### src/rtl/dm_port_arbiter_if.sv
// Bundle of the two requester channels and the data-memory port of dm_port_arbiter.
// slave = arbiter side, master = requesters plus memory.
interface dm_port_arbiter_if;
  logic        req0;
  logic        req1;
  logic        we0;
  logic        we1;
  logic [31:0] addr0;
  logic [31:0] addr1;
  logic [3:0]  be0;
  logic [3:0]  be1;
  logic [31:0] wdata0;
  logic [31:0] wdata1;
  logic        done0;
  logic        done1;
  logic        err0;
  logic        err1;
  logic [31:0] rdata0;
  logic [31:0] rdata1;
  logic        mem_en;
  logic [3:0]  mem_be;
  logic [31:0] mem_addr;
  logic [31:0] mem_wdata;
  logic [31:0] mem_rdata;
  logic        busy;
  logic        owner;

  modport slave (
    input  req0, req1, we0, we1, addr0, addr1, be0, be1, wdata0, wdata1, mem_rdata,
    output done0, done1, err0, err1, rdata0, rdata1,
    output mem_en, mem_be, mem_addr, mem_wdata, busy, owner
  );

  modport master (
    output req0, req1, we0, we1, addr0, addr1, be0, be1, wdata0, wdata1, mem_rdata,
    input  done0, done1, err0, err1, rdata0, rdata1,
    input  mem_en, mem_be, mem_addr, mem_wdata, busy, owner
  );
endinterface

### src/rtl/dm_port_arbiter.sv
// Shares the single data-memory port between the CPU M stage (0) and the DMA master (1).
// One access in flight at a time; reads wait RD_LAT cycles for mem_rdata.
module dm_port_arbiter #(
  parameter int unsigned RD_LAT   = 2,
  parameter bit          CPU_PRIO = 1'b0
) (
  input logic              clk,
  input logic              reset,
  dm_port_arbiter_if.slave bus
);

  typedef enum logic [1:0] {
    IDLE  = 2'd0,
    ISSUE = 2'd1,
    WAIT  = 2'd2,
    DONE  = 2'd3
  } state_t;

  state_t      state_r;
  state_t      state_s;
  logic        last_grant_r;
  logic        owner_r;
  logic        we_r;
  logic        err_r;
  logic [29:0] waddr_r;
  logic [3:0]  be_r;
  logic [31:0] wdata_r;
  logic [31:0] rdata0_r;
  logic [31:0] rdata1_r;
  logic [2:0]  cnt_r;
  logic        any_req_s;
  logic        win_s;

  function automatic logic be_legal(input logic [3:0] be);
    case (be)
      4'b1111, 4'b0011, 4'b1100,
      4'b0001, 4'b0010, 4'b0100, 4'b1000: be_legal = 1'b1;
      default:                             be_legal = 1'b0;
    endcase
  endfunction

  assign any_req_s = bus.req0 | bus.req1;

  // Winner of the IDLE sample; ties go to ~last_grant unless the CPU has fixed priority
  always_comb begin
    win_s = 1'b0;
    if (bus.req0 && bus.req1) begin
      win_s = CPU_PRIO ? 1'b0 : ~last_grant_r;
    end else if (bus.req1) begin
      win_s = 1'b1;
    end else begin
      win_s = 1'b0;
    end
  end

  // Next-state decode
  always_comb begin
    state_s = state_r;
    case (state_r)
      IDLE: begin
        if (any_req_s) state_s = ISSUE;
        else           state_s = IDLE;
      end
      ISSUE: begin
        if (we_r) state_s = DONE;
        else      state_s = WAIT;
      end
      WAIT: begin
        if (cnt_r == 3'd0) state_s = DONE;
        else               state_s = WAIT;
      end
      DONE:    state_s = IDLE;
      default: state_s = IDLE;
    endcase
  end

  // State register
  always_ff @(posedge clk or negedge reset) begin
    if (!reset) state_r <= IDLE;
    else        state_r <= state_s;
  end

  // Transaction latch, read-latency counter, read capture and round-robin history
  always_ff @(posedge clk or negedge reset) begin
    if (!reset) begin
      last_grant_r <= 1'b1;
      owner_r      <= 1'b0;
      we_r         <= 1'b0;
      err_r        <= 1'b0;
      waddr_r      <= 30'd0;
      be_r         <= 4'd0;
      wdata_r      <= 32'd0;
      rdata0_r     <= 32'd0;
      rdata1_r     <= 32'd0;
      cnt_r        <= 3'd0;
    end else begin
      if ((state_r == IDLE) && any_req_s) begin
        owner_r <= win_s;
        if (win_s) begin
          we_r    <= bus.we1;
          waddr_r <= bus.addr1[31:2];
          be_r    <= bus.be1;
          wdata_r <= bus.wdata1;
          err_r   <= bus.we1 & ~be_legal(bus.be1);
        end else begin
          we_r    <= bus.we0;
          waddr_r <= bus.addr0[31:2];
          be_r    <= bus.be0;
          wdata_r <= bus.wdata0;
          err_r   <= bus.we0 & ~be_legal(bus.be0);
        end
      end
      // Counter starts at RD_LAT-1 so WAIT spans exactly RD_LAT cycles
      if (state_r == ISSUE) begin
        cnt_r <= 3'(RD_LAT - 32'd1);
      end else if (state_r == WAIT) begin
        cnt_r <= cnt_r - 3'd1;
      end
      if ((state_r == WAIT) && (cnt_r == 3'd0)) begin
        if (owner_r) rdata1_r <= bus.mem_rdata;
        else         rdata0_r <= bus.mem_rdata;
      end
      if (state_r == DONE) begin
        last_grant_r <= owner_r;
      end
    end
  end

  // An illegal write keeps the strobe low; the error surfaces with done instead
  assign bus.mem_en    = (state_r == ISSUE) && !err_r;
  assign bus.mem_be    = ((state_r == ISSUE) && we_r && !err_r) ? be_r : 4'b0000;
  assign bus.mem_addr  = {waddr_r, 2'b00};
  assign bus.mem_wdata = wdata_r;
  assign bus.done0     = (state_r == DONE) && !owner_r;
  assign bus.done1     = (state_r == DONE) && owner_r;
  assign bus.err0      = (state_r == DONE) && !owner_r && err_r;
  assign bus.err1      = (state_r == DONE) && owner_r && err_r;
  assign bus.rdata0    = rdata0_r;
  assign bus.rdata1    = rdata1_r;
  assign bus.busy      = (state_r != IDLE);
  assign bus.owner     = owner_r;

endmodule

### src/flat_wrapper.sv
// flat-port wrapper written by rule: the top's interface ports become plain ports
module dm_port_arbiter_flat 
#(
  parameter int unsigned RD_LAT   = 2,
  parameter bit          CPU_PRIO = 1'b0
)
  (clk, reset, bus_req0, bus_req1, bus_we0, bus_we1, bus_addr0, bus_addr1, bus_be0, bus_be1, bus_wdata0, bus_wdata1, bus_mem_rdata, bus_done0, bus_done1, bus_err0, bus_err1, bus_rdata0, bus_rdata1, bus_mem_en, bus_mem_be, bus_mem_addr, bus_mem_wdata, bus_busy, bus_owner);
  dm_port_arbiter_if bus_i ();
  input logic clk;
  input logic reset;
  input wire logic [$bits(bus_i.req0)-1:0] bus_req0;
  input wire logic [$bits(bus_i.req1)-1:0] bus_req1;
  input wire logic [$bits(bus_i.we0)-1:0] bus_we0;
  input wire logic [$bits(bus_i.we1)-1:0] bus_we1;
  input wire logic [$bits(bus_i.addr0)-1:0] bus_addr0;
  input wire logic [$bits(bus_i.addr1)-1:0] bus_addr1;
  input wire logic [$bits(bus_i.be0)-1:0] bus_be0;
  input wire logic [$bits(bus_i.be1)-1:0] bus_be1;
  input wire logic [$bits(bus_i.wdata0)-1:0] bus_wdata0;
  input wire logic [$bits(bus_i.wdata1)-1:0] bus_wdata1;
  input wire logic [$bits(bus_i.mem_rdata)-1:0] bus_mem_rdata;
  output wire logic [$bits(bus_i.done0)-1:0] bus_done0;
  output wire logic [$bits(bus_i.done1)-1:0] bus_done1;
  output wire logic [$bits(bus_i.err0)-1:0] bus_err0;
  output wire logic [$bits(bus_i.err1)-1:0] bus_err1;
  output wire logic [$bits(bus_i.rdata0)-1:0] bus_rdata0;
  output wire logic [$bits(bus_i.rdata1)-1:0] bus_rdata1;
  output wire logic [$bits(bus_i.mem_en)-1:0] bus_mem_en;
  output wire logic [$bits(bus_i.mem_be)-1:0] bus_mem_be;
  output wire logic [$bits(bus_i.mem_addr)-1:0] bus_mem_addr;
  output wire logic [$bits(bus_i.mem_wdata)-1:0] bus_mem_wdata;
  output wire logic [$bits(bus_i.busy)-1:0] bus_busy;
  output wire logic [$bits(bus_i.owner)-1:0] bus_owner;
  assign bus_i.req0 = bus_req0;
  assign bus_i.req1 = bus_req1;
  assign bus_i.we0 = bus_we0;
  assign bus_i.we1 = bus_we1;
  assign bus_i.addr0 = bus_addr0;
  assign bus_i.addr1 = bus_addr1;
  assign bus_i.be0 = bus_be0;
  assign bus_i.be1 = bus_be1;
  assign bus_i.wdata0 = bus_wdata0;
  assign bus_i.wdata1 = bus_wdata1;
  assign bus_i.mem_rdata = bus_mem_rdata;
  assign bus_done0 = bus_i.done0;
  assign bus_done1 = bus_i.done1;
  assign bus_err0 = bus_i.err0;
  assign bus_err1 = bus_i.err1;
  assign bus_rdata0 = bus_i.rdata0;
  assign bus_rdata1 = bus_i.rdata1;
  assign bus_mem_en = bus_i.mem_en;
  assign bus_mem_be = bus_i.mem_be;
  assign bus_mem_addr = bus_i.mem_addr;
  assign bus_mem_wdata = bus_i.mem_wdata;
  assign bus_busy = bus_i.busy;
  assign bus_owner = bus_i.owner;
  dm_port_arbiter #(.RD_LAT(RD_LAT), .CPU_PRIO(CPU_PRIO)) u_core (.clk(clk), .reset(reset), .bus(bus_i));
endmodule
### config.mk
export PLATFORM = sky130hd
export DESIGN_NAME = dm_port_arbiter_flat
export DESIGN_NICKNAME = d
export VERILOG_FILES = /design/src/rtl/dm_port_arbiter_if.sv /design/src/rtl/dm_port_arbiter.sv /design/src/flat_wrapper.sv
export SDC_FILE = /design/constraint.sdc
export NUM_CORES = 1
export LEC_CHECK = 0
export CORE_ASPECT_RATIO = 1.2
export CORE_MARGIN = 3
export CORE_UTILIZATION = 30
export CTS_CLUSTER_DIAMETER = 30
export DETAILED_ROUTE_END_ITERATION = 10
export PLACE_DENSITY = 0.74
export SYNTH_ARGS = -nofsm -noshare
export SYNTH_HDL_FRONTEND = slang
export SYNTH_SLANG_ARGS = --single-unit
### constraint.sdc
create_clock -name clk -period 2.46 [get_ports clk]
set_clock_uncertainty 0.1 [all_clocks]
set_input_delay 0.492 -clock clk [delete_from_list [all_inputs] [get_ports clk]]
set_output_delay 0.492 -clock clk [all_outputs]
set_load 0.02 [all_outputs]
=== Word level (Yosys, flattened, before mapping) ===
Cells that the tools add are included.

* Add/subtract/negate cells: 1
* $mul: 0
* Divide/modulo/power cells: 0
* Magnitude comparators: 0
* Equality and inequality tests: 17
* Shift-type cells: 0
* Mux-type cells: 20
* Bitwise operators: 7
* Reductions and logical operators: 20

{| class="wikitable"
|+ Operators with widths
! cell !! number
|-
| two-way mux 32 bit || 1
|-
| two-way mux 30 bit || 1
|-
| equality test 4 bit, second input constant || 6
|-
| equality test 4 x 2 -> 1 bit, second input constant || 4
|-
| OR reduction 7 bit || 2
|-
| two-way mux 1 bit || 13
|-
| logical AND 1 bit || 10
|-
| equality test 4 x 1 -> 1 bit, second input constant || 2
|-
| equality test 4 x 3 -> 1 bit, second input constant || 2
|-
| two-way mux 4 bit || 2
|-
| one-hot mux 2 bit (4 select lines) || 1
|-
| two-way mux 3 bit || 2
|-
| equality test 2 bit, second input constant || 2
|-
| inverter 1 bit || 4
|-
| AND reduction 2 bit || 2
|-
| nonzero test 2 bit || 2
|-
| zero test 3 bit || 1
|-
| subtractor 3 x 1 -> 3 bit, second input constant || 1
|-
| bitwise AND 1 bit || 2
|-
| equality test 2 x 1 -> 1 bit, second input constant || 1
|-
| zero test 1 bit || 2
|-
| zero test 2 bit || 1
|-
| bitwise OR 1 bit || 1
|}

* Flip-flop bits (word level): 139
* Latch bits: 0
* Memory bits (writable): 0
* ROM bits: 0
* Input port bits: 174
* Memories: 0

=== Longest topological paths before layout ===
Gate-level depths: netlist (run 1).

* Word-level depth: 8
* Depth in mapped cells: 8
* Depth with buffers taken out: 6

=== Worst setup path before layout (run 1) ===
Ideal clock, no wire load.

* Kind: reg2out
* From: register u_core.state_r[1]
* To: output bus_mem_be[0]
* Arrival: 1.429 ns
* Data required time: 1.868 ns
* Setup slack: 0.439 ns
* Stages on the path, launching flop included: 5
* Cells stage by stage: dfrtp_1 > inv_1 > ha_1 > nor2b_1 > and3_1

* Word-level cells in the longest chain between the ends: 4

{| class="wikitable"
|+ Ends and longest elaborated chain
! what !! line !! RTL
|-
| from (decl) || dm_port_arbiter.sv:19 || <nowiki>state_t state_r;</nowiki>
|-
| from (signal assigned) || dm_port_arbiter.sv:80 || <nowiki>else state_r <= state_s;</nowiki>
|-
| equality test 2 x 1 -> 1 bit || dm_port_arbiter.sv:131 || <nowiki>assign bus.mem_be = ((state_r == ISSUE) && we_r && !err_r) ? be_r : 4'b0000;</nowiki>
|-
| logical AND 1 bit (2 in a row) || dm_port_arbiter.sv:131 ||
|-
| two-way mux 4 bit || dm_port_arbiter.sv:131 ||
|-
| to (decl) || flat_wrapper.sv:29 || <nowiki>output wire logic [$bits(bus_i.mem_be)-1:0] bus_mem_be;</nowiki>
|}

No other way between the ends.

=== Worst setup path in the final report (run 1) ===
* From: register u_core.state_r[1]
* To: output bus_mem_be[2]

The elaborated chain is that of the path after synthesis.

==> impl_metrics.env, run 1 <==
export IMPL_hold_viol=0
export IMPL_multiInputGateArea_um2=2340
export IMPL_drcViolationCount=0
export IMPL_timing_worst_setup_path_type="register to output port"
export IMPL_synthDistinctLibCells=31
export IMPL_grt_overflow=0
export IMPL_cts_path_max_buffers=2
export IMPL_firstDrtPassIters=4
export IMPL_grt_pass1_vias=5040
export IMPL_yosysSeqAreaShare_pct=57.9
export IMPL_synthMuxAreaShare_pct=23.3
export IMPL_synth_seq_cells=139
export IMPL_synthAdderAreaFrac_pct=1.25
export IMPL_worstHoldStart="u_core.waddr_r[9]"
export IMPL_fin_nets=985
export IMPL_mostFrequentLayoutCells="clkdlybuf4s50_1, dfrtp_1, nand2_1"
export IMPL_start_util_pct=30.6
export IMPL_hp_class="register to register"
export IMPL_antenna_left=0
export IMPL_synth_edf_count=0
export IMPL_antenna_found_initial=1
export IMPL_yosysTopAreaCell="dfrtp_1"
export IMPL_drive_gt1_share_pct=15.0
export IMPL_synthSimpleGateAreaFrac_pct=6.74
export IMPL_netlist_area_um2=6010
export IMPL_fin_crit_ps=2360
export IMPL_start_kind="register"
export IMPL_r2r_slack_ps=640
export IMPL_cts_root_buffer_cell="clkbuf_16"
export IMPL_via_per_inst=4.49
export IMPL_coreArea_um2=19600
export IMPL_wire_per_inst_um=15.5
export IMPL_synth_cells=494
export IMPL_cp_data_required_time_ps=1870
export IMPL_p_per_area_nw_per_um2=1270
export IMPL_ios=313
export IMPL_fin_area_um2=10100
export IMPL_yosysWarnings=0
export IMPL_timing_fmax_mhz=424
export IMPL_mostFrequentLayoutCell="clkdlybuf4s50_1"
export IMPL_p_leak_nw=4.40
export IMPL_grt_max_degree=47
export IMPL_die_area_um2=21800
export IMPL_setup_violations=0
export IMPL_timing_rr_end="u_core.bus.rdata0[18]"
export IMPL_io_buffers=306
export IMPL_synth_top_family_by_area="multiplexers"
export IMPL_synth_xor_area_share_pct=0
export IMPL_r2r_start="u_core.cnt_r[0]"
export IMPL_wl_um=16800
export IMPL_gp_congestion=0.727
export IMPL_maxCapViolations=0
export IMPL_vias=4850
export IMPL_regArea_um2=3480
export IMPL_num_rows=56
export IMPL_die_height_um=161
export IMPL_grt_use_total_pct=15.3
export IMPL_synth_top_area_share_pct=57.4
export IMPL_synth_async_reset_ratio_pct=100
export IMPL_fillers=1768
export IMPL_postPlaceCellArea_um2=9460
export IMPL_period_share_pct=95.8
export IMPL_grt_pass1_wl_um=26100
export IMPL_cts_sink_count=139
export IMPL_clkTransAtPathRegs_ps=60
export IMPL_yosys_most_used_dff="dfrtp_1"
export IMPL_synth_compound_area_share_pct=7.03
export IMPL_dp_cells=1045
export IMPL_cts_buffers=17
export IMPL_final_cell_count_no_fill=1079
export IMPL_hold_end="u_core.waddr_r[9]"
export IMPL_cts_tree="done"
export IMPL_dp_hpwl_um=12800
export IMPL_rsz0062_at_grt="false"
export IMPL_min_path_cells=2
export IMPL_worstPathMaxFanout=3
export IMPL_finalMaxSlewViolations=0
export IMPL_reg2reg_depth=6
export IMPL_insertion_delay_ps=410
export IMPL_endpoint_kind="output port"
export IMPL_area_growth_pct=67.3
export IMPL_drt_iter0_drc=169
export IMPL_cts_htree_levels=4
export IMPL_startpoint="u_core.state_r[1]"
export IMPL_ir_worst_vdd_v=0.000585
export IMPL_die_x_um=135
export IMPL_insertedDiodeCount=0
export IMPL_yosys_top_cells_area="dfrtp_1, mux2_2, mux2i_1"
export IMPL_postSynthAreaPerCell_um2=12.2
export IMPL_arrival_ps=1760
export IMPL_status="completed"
==> sequential cells by signal, summed over array words and instances (netlist names) <==
register              count
u_core.last_grant_r       1
u_core.bus.owner          1
u_core.bus.rdata1        32
u_core.bus.mem_wdata     32
u_core.bus.rdata0        32
u_core.cnt_r              3
u_core.be_r               4
u_core.waddr_r           30
u_core.state_r            2
u_core.we_r               1
u_core.err_r              1
==> critical path, cell delays in order (launching register included) <==
cell,delay [ps]
dfrtp_1,400
inv_1,90
ha_1,180
nor2b_4,210
buf_4,150
and3_1,170
clkbuf_2,170
==> worst max-delay path by stage <==
| stage | end | slack [ps] | depth (start not counted) |
|---|---|---|---|
| after global routing | bus_mem_be[2] | 10 | 6 |
| after detailed placement | bus_mem_be[3] | -130 | 5 |
| final | bus_mem_be[2] | 100 | 6 |
| after CTS | bus_mem_be[2] | 2 | 5 |
| after floorplan | bus_mem_be[0] | 440 | 4 |
| after global placement | bus_mem_be[3] | -140 | 5 |
==> per-layer routing <==
| layer | vias up | wire (µm) | global-route usage, % |
|---|---|---|---|
| li1 | 2344 | - | - |
| met1 | 2273 | 6260 | 16.5 |
| met2 | 208 | 8550 | 27.3 |
| met3 | 23 | 1630 | 5.83 |
| met4 | 2 | 292 | 5.18 |
| met5 | - | 13 | 0 |
==> power breakdown <==
part	switching, mW	internal (mW)	leakage [nW]
combinational	3.08	3.14	2.45
sequential	0.605	3.45	1.67
clock	1.07	1.46	0.280
==> logic make-up after synthesis <==
logic type | count (synthesis)
compound gates | 80
simple gates | 97
fa+ha+maj | 6
other cells | 1
buf+inv | 39
mux | 132
flops | 139
==> stage by stage <==
stage          power [mW]  worst slack [ps]  TNS (ps)  hold WS (ps)  utilization [%]
6_report             12.8               103         0           377             51.3
2_1_floorplan        7.19               439         0          96.4                -
3_3_place_gp         10.3              -137      -497           345             48.2
4_1_cts              13.0              1.61         0           385             51.3
3_5_place_dp         10.4              -133      -486           346             48.2
5_1_grt              13.6              14.3         0           399             51.3
==> area by class of cell <==
| cell class | instances | area share (%) |
|---|---|---|
| Clock buffer | 18 | 4.37 |
| Clock inverter | 14 | 1.47 |
| Inverter | 8 | 0.299 |
| Sequential cell | 139 | 34.6 |
| Multi-Input combinational cell | 317 | 23.3 |
| Tap cell | 261 | 3.25 |
| Timing Repair Buffer | 322 | 32.7 |
==> cells in the mapped netlist (2+ instances only) <==
| library cell | count |
|---|---|
| dfrtp_1 | 138 |
| nand2_1 | 72 |
| mux2i_1 | 67 |
| mux2_2 | 65 |
| o21ai_0 | 54 |
| o21ai_1 | 19 |
| buf_2 | 10 |
| buf_4 | 9 |
| clkbuf_1 | 9 |
| inv_1 | 8 |
| nor2_1 | 8 |
| and3_1 | 6 |
| ha_1 | 6 |
| nor2b_1 | 3 |
| and2_1 | 2 |
| buf_8 | 2 |
| nand3_1 | 2 |
==> what timing repair did <==
action | in CTS | in global routing
endpoints found under the hold margin | 39 | 0
endpoints found under the setup margin | 7 | 8
hold buffers | 1 | 0
resized for setup | 14 | 6
buffers inserted | 0 | 1
(Power assumes the default switching activity.)
==> run 2, diff against run 1 <==
--- a/config.mk
+++ b/config.mk
@@ -10,7 +10,7 @@
 export CORE_UTILIZATION = 30
 export CTS_CLUSTER_DIAMETER = 30
 export DETAILED_ROUTE_END_ITERATION = 10
-export PLACE_DENSITY = 0.74
+export PLACE_DENSITY = 0.69
 export SYNTH_ARGS = -nofsm -noshare
 export SYNTH_HDL_FRONTEND = slang
 export SYNTH_SLANG_ARGS = --single-unit
==> run 2 against run 1 <==
  * Register-to-register slack barely moved
  * Core utilization rose by 0.10 points
  * Die area did not move
  * Sequential power barely moved
  * Critical path depth fell by 1
  * Flip-flop and latch count did not move
==> impl_metrics.env, run 2 (synthesized netlist as in run 1, its figures left out) <==
export IMPL_coreArea_um2=19600
export IMPL_wl_um=16700
export IMPL_die_height_um=161
export IMPL_hold_viol=0
export IMPL_io_buffers=306
export IMPL_wire_per_inst_um=15.4
export IMPL_gp_congestion=0.783
export IMPL_firstDrtPassIters=4
export IMPL_start_kind="register"
export IMPL_fillers=1795
export IMPL_drcViolationCount=0
export IMPL_mostFrequentLayoutCell="clkdlybuf4s50_1"
export IMPL_finalMaxSlewViolations=0
export IMPL_cp_data_required_time_ps=1870
export IMPL_max_stage_delay_ps=390
export IMPL_cts_buffers=17
export IMPL_rsz0062_at_grt="false"
export IMPL_cts_htree_levels=4
export IMPL_grt_use_total_pct=15.5
export IMPL_setup_violations=0
export IMPL_cp_slowest_cell="dfrtp_1"
export IMPL_num_rows=56
export IMPL_clkTransAtPathRegs_ps=60
export IMPL_fin_crit_ps=2330
export IMPL_mostFrequentLayoutCells="clkdlybuf4s50_1, dfrtp_1, nand2_1"
export IMPL_insertion_delay_ps=410
export IMPL_drive_gt1_share_pct=15.3
export IMPL_hp_class="register to register"
export IMPL_arrival_ps=1740
export IMPL_ir_worst_vdd_v=0.000510
export IMPL_post_cts_buffers=0
export IMPL_worstPathMaxFanout=3
export IMPL_via_per_inst=4.43
export IMPL_grt_max_degree=85
export IMPL_endpoint_kind="output port"
export IMPL_crit_path_cell_trace="inv_1 -> ha_1 -> nor2b_2 -> and3_1 -> dlygate4sd2_1"
export IMPL_die_area_um2=21800
export IMPL_area_growth_pct=67.6
export IMPL_timing_fmax_mhz=430
export IMPL_antenna_left=0
export IMPL_status="completed"
export IMPL_p_leak_nw=4.42
export IMPL_fin_nets=989
export IMPL_period_share_pct=94.6
export IMPL_setup_ws_ps=133
export IMPL_vias=4793
export IMPL_grt_pass1_vias=5050
export IMPL_total_power_mw=12.8
export IMPL_dp_hpwl_um=12700
export IMPL_p_per_area_nw_per_um2=1270
export IMPL_maxCapViolations=0
export IMPL_die_x_um=135
export IMPL_cts_root_buffer_cell="clkbuf_16"
export IMPL_cts_tree="done"
export IMPL_r2r_slack_ps=640
export IMPL_pre_cts_ws_ps=138
export IMPL_drt_iter0_drc=149
export IMPL_ios=313
export IMPL_antenna_found_initial=0
export IMPL_timing_worst_setup_path_type="register to output port"
export IMPL_setup_tns_ps=0
export IMPL_grt_overflow=0
export IMPL_insertedDiodeCount=0
export IMPL_cts_path_max_buffers=2
export IMPL_grt_pass1_wl_um=26600
export IMPL_start_util_pct=30.6
export IMPL_cts_sink_count=139
## run 2: changes by cell type in the layout (fill, tap and decap cells not counted)
cell,delta
clkdlybuf4s15_2,-1
buf_2,+3
clkinvlp_4,-1
dlymetal6s2s_1,-1
dlygate4sd2_1,+2
nor2b_4,-1
inv_6,+1
clkbuf_2,-3
buf_4,+4
nor2b_2,+1
## run 2: stage by stage
stage,util (%),instances,hold slack [ps],instance area [µm²]
2_1_floorplan,-,495,96.4,6020
3_3_place_gp,48.4,1050,357,9490
3_5_place_dp,48.4,1050,363,9490
4_1_cts,51.4,1083,377,10100
5_1_grt,51.4,1083,407,10100
6_report,51.4,1083,371,10100
## run 2: layer usage
metal,routed length [µm],global-route usage (%),vias up
met5,0,0,-
met4,350,5.87,0
met3,1420,5.51,20
met2,8370,26.4,194
met1,6530,17.9,2233
li1,-,-,2346
## run 2: final cells by class
| cell class | count | area (µm²) | share of cell area, % |
|---|---|---|---|
| timing repair buffer | 326 | 3310 | 32.9 |
| clock buffer | 18 | 439 | 4.36 |
| clock inverter | 14 | 149 | 1.48 |
| multi-input combinational | 317 | 2340 | 23.2 |
| sequential | 139 | 3480 | 34.5 |
| inverter | 8 | 30.0 | 0.298 |
| tap | 261 | 327 | 3.24 |
## run 2: where the power goes
group | switching [mW] | total [mW] | internal [mW]
sequential | 0.585 | 4.03 | 3.45
clock | 1.08 | 2.55 | 1.46
combinational | 3.06 | 6.18 | 3.12
total | 4.73 | 12.8 | 8.03
## run 2: worst max-delay path: cells and delay by family (launching register included)
kind | cells | cell delay [ps]
flip-flops | 1 | 390
AND/OR/NAND/NOR | 2 | 310
buffers and inverters | 2 | 450
adder cells (fa/ha/maj) | 1 | 160
## run 2: timing repair
item                                   CTS  global route
endpoints found under the hold margin   47             0
hold buffers                             1             0
setup endpoints to repair                8             7
gates resized for setup                 14             6
## run 2: final timing paths
| check | from | to | cells after the start |
|---|---|---|---|
| min reg2reg | u_core.be_r[3] | u_core.be_r[3] | 2 |
| max | u_core.state_r[1] | bus_mem_be[3] | 5 |
| min in group asynchronous | reset | u_core.bus.rdata1[20] | 2 |
| max in group asynchronous | reset | u_core.be_r[3] | 3 |
| min | u_core.be_r[3] | u_core.be_r[3] | 2 |
| max reg2reg | u_core.cnt_r[0] | u_core.bus.rdata0[6] | 6 |
==> run 3, diff against run 2 <==
--- a/config.mk
+++ b/config.mk
@@ -5,12 +5,15 @@
 export SDC_FILE = /design/constraint.sdc
 export NUM_CORES = 1
 export LEC_CHECK = 0
+export CAP_MARGIN = 20
+export CELL_PAD_IN_SITES_DETAIL_PLACEMENT = 0
+export CELL_PAD_IN_SITES_GLOBAL_PLACEMENT = 1
 export CORE_ASPECT_RATIO = 1.2
 export CORE_MARGIN = 3
 export CORE_UTILIZATION = 30
 export CTS_CLUSTER_DIAMETER = 30
 export DETAILED_ROUTE_END_ITERATION = 10
-export PLACE_DENSITY = 0.69
+export PLACE_DENSITY = 0.86
 export SYNTH_ARGS = -nofsm -noshare
 export SYNTH_HDL_FRONTEND = slang
 export SYNTH_SLANG_ARGS = --single-unit
==> run 3 against run 2 <==
  * Total power shrank 0.55%
  * Fmax rose by 0.12%
  * Via count shrank 0.61%
  * Register-to-register slack is essentially flat
  * Count of clock-buffer cells in the layout stayed put
  * Setup slack gained 2.7 ps
  * Critical path depth unchanged
==> impl_metrics.env, run 3 (synthesized netlist as in run 1, its figures left out) <==
export IMPL_antenna_found_initial=0
export IMPL_mostFrequentLayoutCell="clkdlybuf4s50_1"
export IMPL_timing_worst_setup_path_type="register to output port"
export IMPL_area_growth_pct=66.5
export IMPL_min_path_cells=2
export IMPL_wire_per_inst_um=15.5
export IMPL_cts_path_max_buffers=2
export IMPL_firstDrtPassIters=4
export IMPL_p_per_area_nw_per_um2=1270
export IMPL_status="completed"
export IMPL_grt_max_degree=65
export IMPL_fin_nets=984
export IMPL_endpoint_kind="output port"
export IMPL_cts_root_buffer_cell="clkbuf_16"
export IMPL_hold_viol=0
export IMPL_cts_buffers=17
export IMPL_cp_data_required_time_ps=1870
export IMPL_insertion_delay_ps=400
export IMPL_setup_tns_ps=0
export IMPL_cp_slowest_cell="dfrtp_1"
export IMPL_post_cts_buffers=0
export IMPL_fin_crit_ps=2320
export IMPL_rsz0062_at_grt="false"
export IMPL_start_util_pct=30.6
export IMPL_cts_htree_levels=4
export IMPL_slew_headroom_pct=63.9
export IMPL_grt_overflow=0
export IMPL_wl_um=16700
export IMPL_num_rows=56
export IMPL_reg2reg_depth=6
export IMPL_max_slew_worst_pin_slew_ps=542
export IMPL_max_stage_delay_ps=400
export IMPL_dp_hpwl_um=12700
export IMPL_insertedDiodeCount=0
export IMPL_period_share_pct=94.5
export IMPL_grt_use_total_pct=15.4
export IMPL_arrival_ps=1730
export IMPL_io_buffers=306
export IMPL_grt_pass1_wl_um=26200
export IMPL_p_leak_nw=4.37
export IMPL_via_per_inst=4.42
export IMPL_timing_fmax_mhz=430
export IMPL_finalMaxSlewViolations=0
export IMPL_grt_pass1_vias=4920
export IMPL_die_x_um=135
export IMPL_coreArea_um2=19600
export IMPL_worstPathMaxFanout=3
export IMPL_mostFrequentLayoutCells="clkdlybuf4s50_1, dfrtp_1, nand2_1"
export IMPL_gp_congestion=0.727
export IMPL_drive_gt1_share_pct=14.7
export IMPL_antenna_left=0
export IMPL_setup_violations=0
export IMPL_maxCapViolations=0
export IMPL_total_power_mw=12.7
export IMPL_die_area_um2=21800
export IMPL_drcViolationCount=0
export IMPL_clkTransAtPathRegs_ps=60
export IMPL_vias=4764
export IMPL_die_height_um=161
export IMPL_cts_tree="done"
export IMPL_cts_sink_count=139
export IMPL_ios=313
export IMPL_start_kind="register"
export IMPL_hp_class="register to register"
export IMPL_drt_iter0_drc=155
export IMPL_crit_path_cell_trace="inv_1 -> ha_1 -> nor2b_2 -> and3_1 -> clkdlybuf4s15_1"
export IMPL_ir_worst_vdd_v=0.000530
run 3: cell types whose count changed in the layout (fill, tap and decap cells not counted), sizes merged:
| cell | previous run | this run |
|---|---|---|
| inv | 17 | 10 |
| buf | 23 | 18 |
| dlygate4sd2 | 5 | 4 |
| clkinv | 2 | 7 |
| bufinv | 1 | 2 |
| clkdlybuf4s15 | 0 | 1 |
run 3: worst max-delay path, delay by kind of cell (launching register included):
kind                     cells  cell delay (ps)
adder cells (fa/ha/maj)      1              160
AND/OR/NAND/NOR              2              320
flip-flops                   1              400
buffers and inverters        2              450
run 3: routing by layer:
metal	up-vias	track usage (%)	share of wire, %
li1	2341	-	-
met1	2223	17.0	38
met2	188	27.4	52
met3	12	6.11	9.2
met4	0	3.94	1.1
met5	-	0	0
run 3: path summary, 6_finish.rpt:
kind | start | slack (ps) | endpoint
worst max-delay path | u_core.state_r[1] | 140 | bus_mem_be[3]
worst min-delay path | u_core.waddr_r[8] | 370 | u_core.waddr_r[8]
worst max register to register | u_core.cnt_r[0] | 650 | u_core.bus.rdata0[3]
worst min register to register | u_core.waddr_r[8] | 370 | u_core.waddr_r[8]
max in group asynchronous | reset | 1080 | u_core.bus.rdata0[4]
min in group asynchronous | reset | 520 | u_core.bus.rdata1[9]
run 3: stage by stage:
step | worst slack (ps) | instance area, µm² | utilization (%) | hold slack, ps | std cells
floorplan | 439 | 6020 | - | 96.4 | 495
global placement | 167 | 9430 | 48.1 | 360 | 1045
detailed placement | 94.8 | 9430 | 48.1 | 369 | 1045
CTS | 3.50 | 10000 | 51.1 | 382 | 1077
global route | 6.34 | 10000 | 51.0 | 399 | 1077
finish | 136 | 10000 | 51.0 | 375 | 1077
run 3: timing repair:
item,CTS,global route
hold buffers,1,0
resized for setup,15,6
hold endpoints to repair,52,0
setup endpoints to repair,8,6
run 3: final cells by class:
cell class              count  area (µm²)
fillers                  1785        9610
flip-flops and latches    139        3480
repair buffers            321        3250
multi-input cells         317        2340
clock buffers              18         439
well taps                 261         327
clock inverters            13         143
inverters                   8        30.0
run 3: report_power, final:
group          internal (mW)  switching (mW)  total (mW)
Clock                   1.52           0.977        2.50
Combinational           3.10            3.06        6.16
Sequential              3.45           0.581        4.03
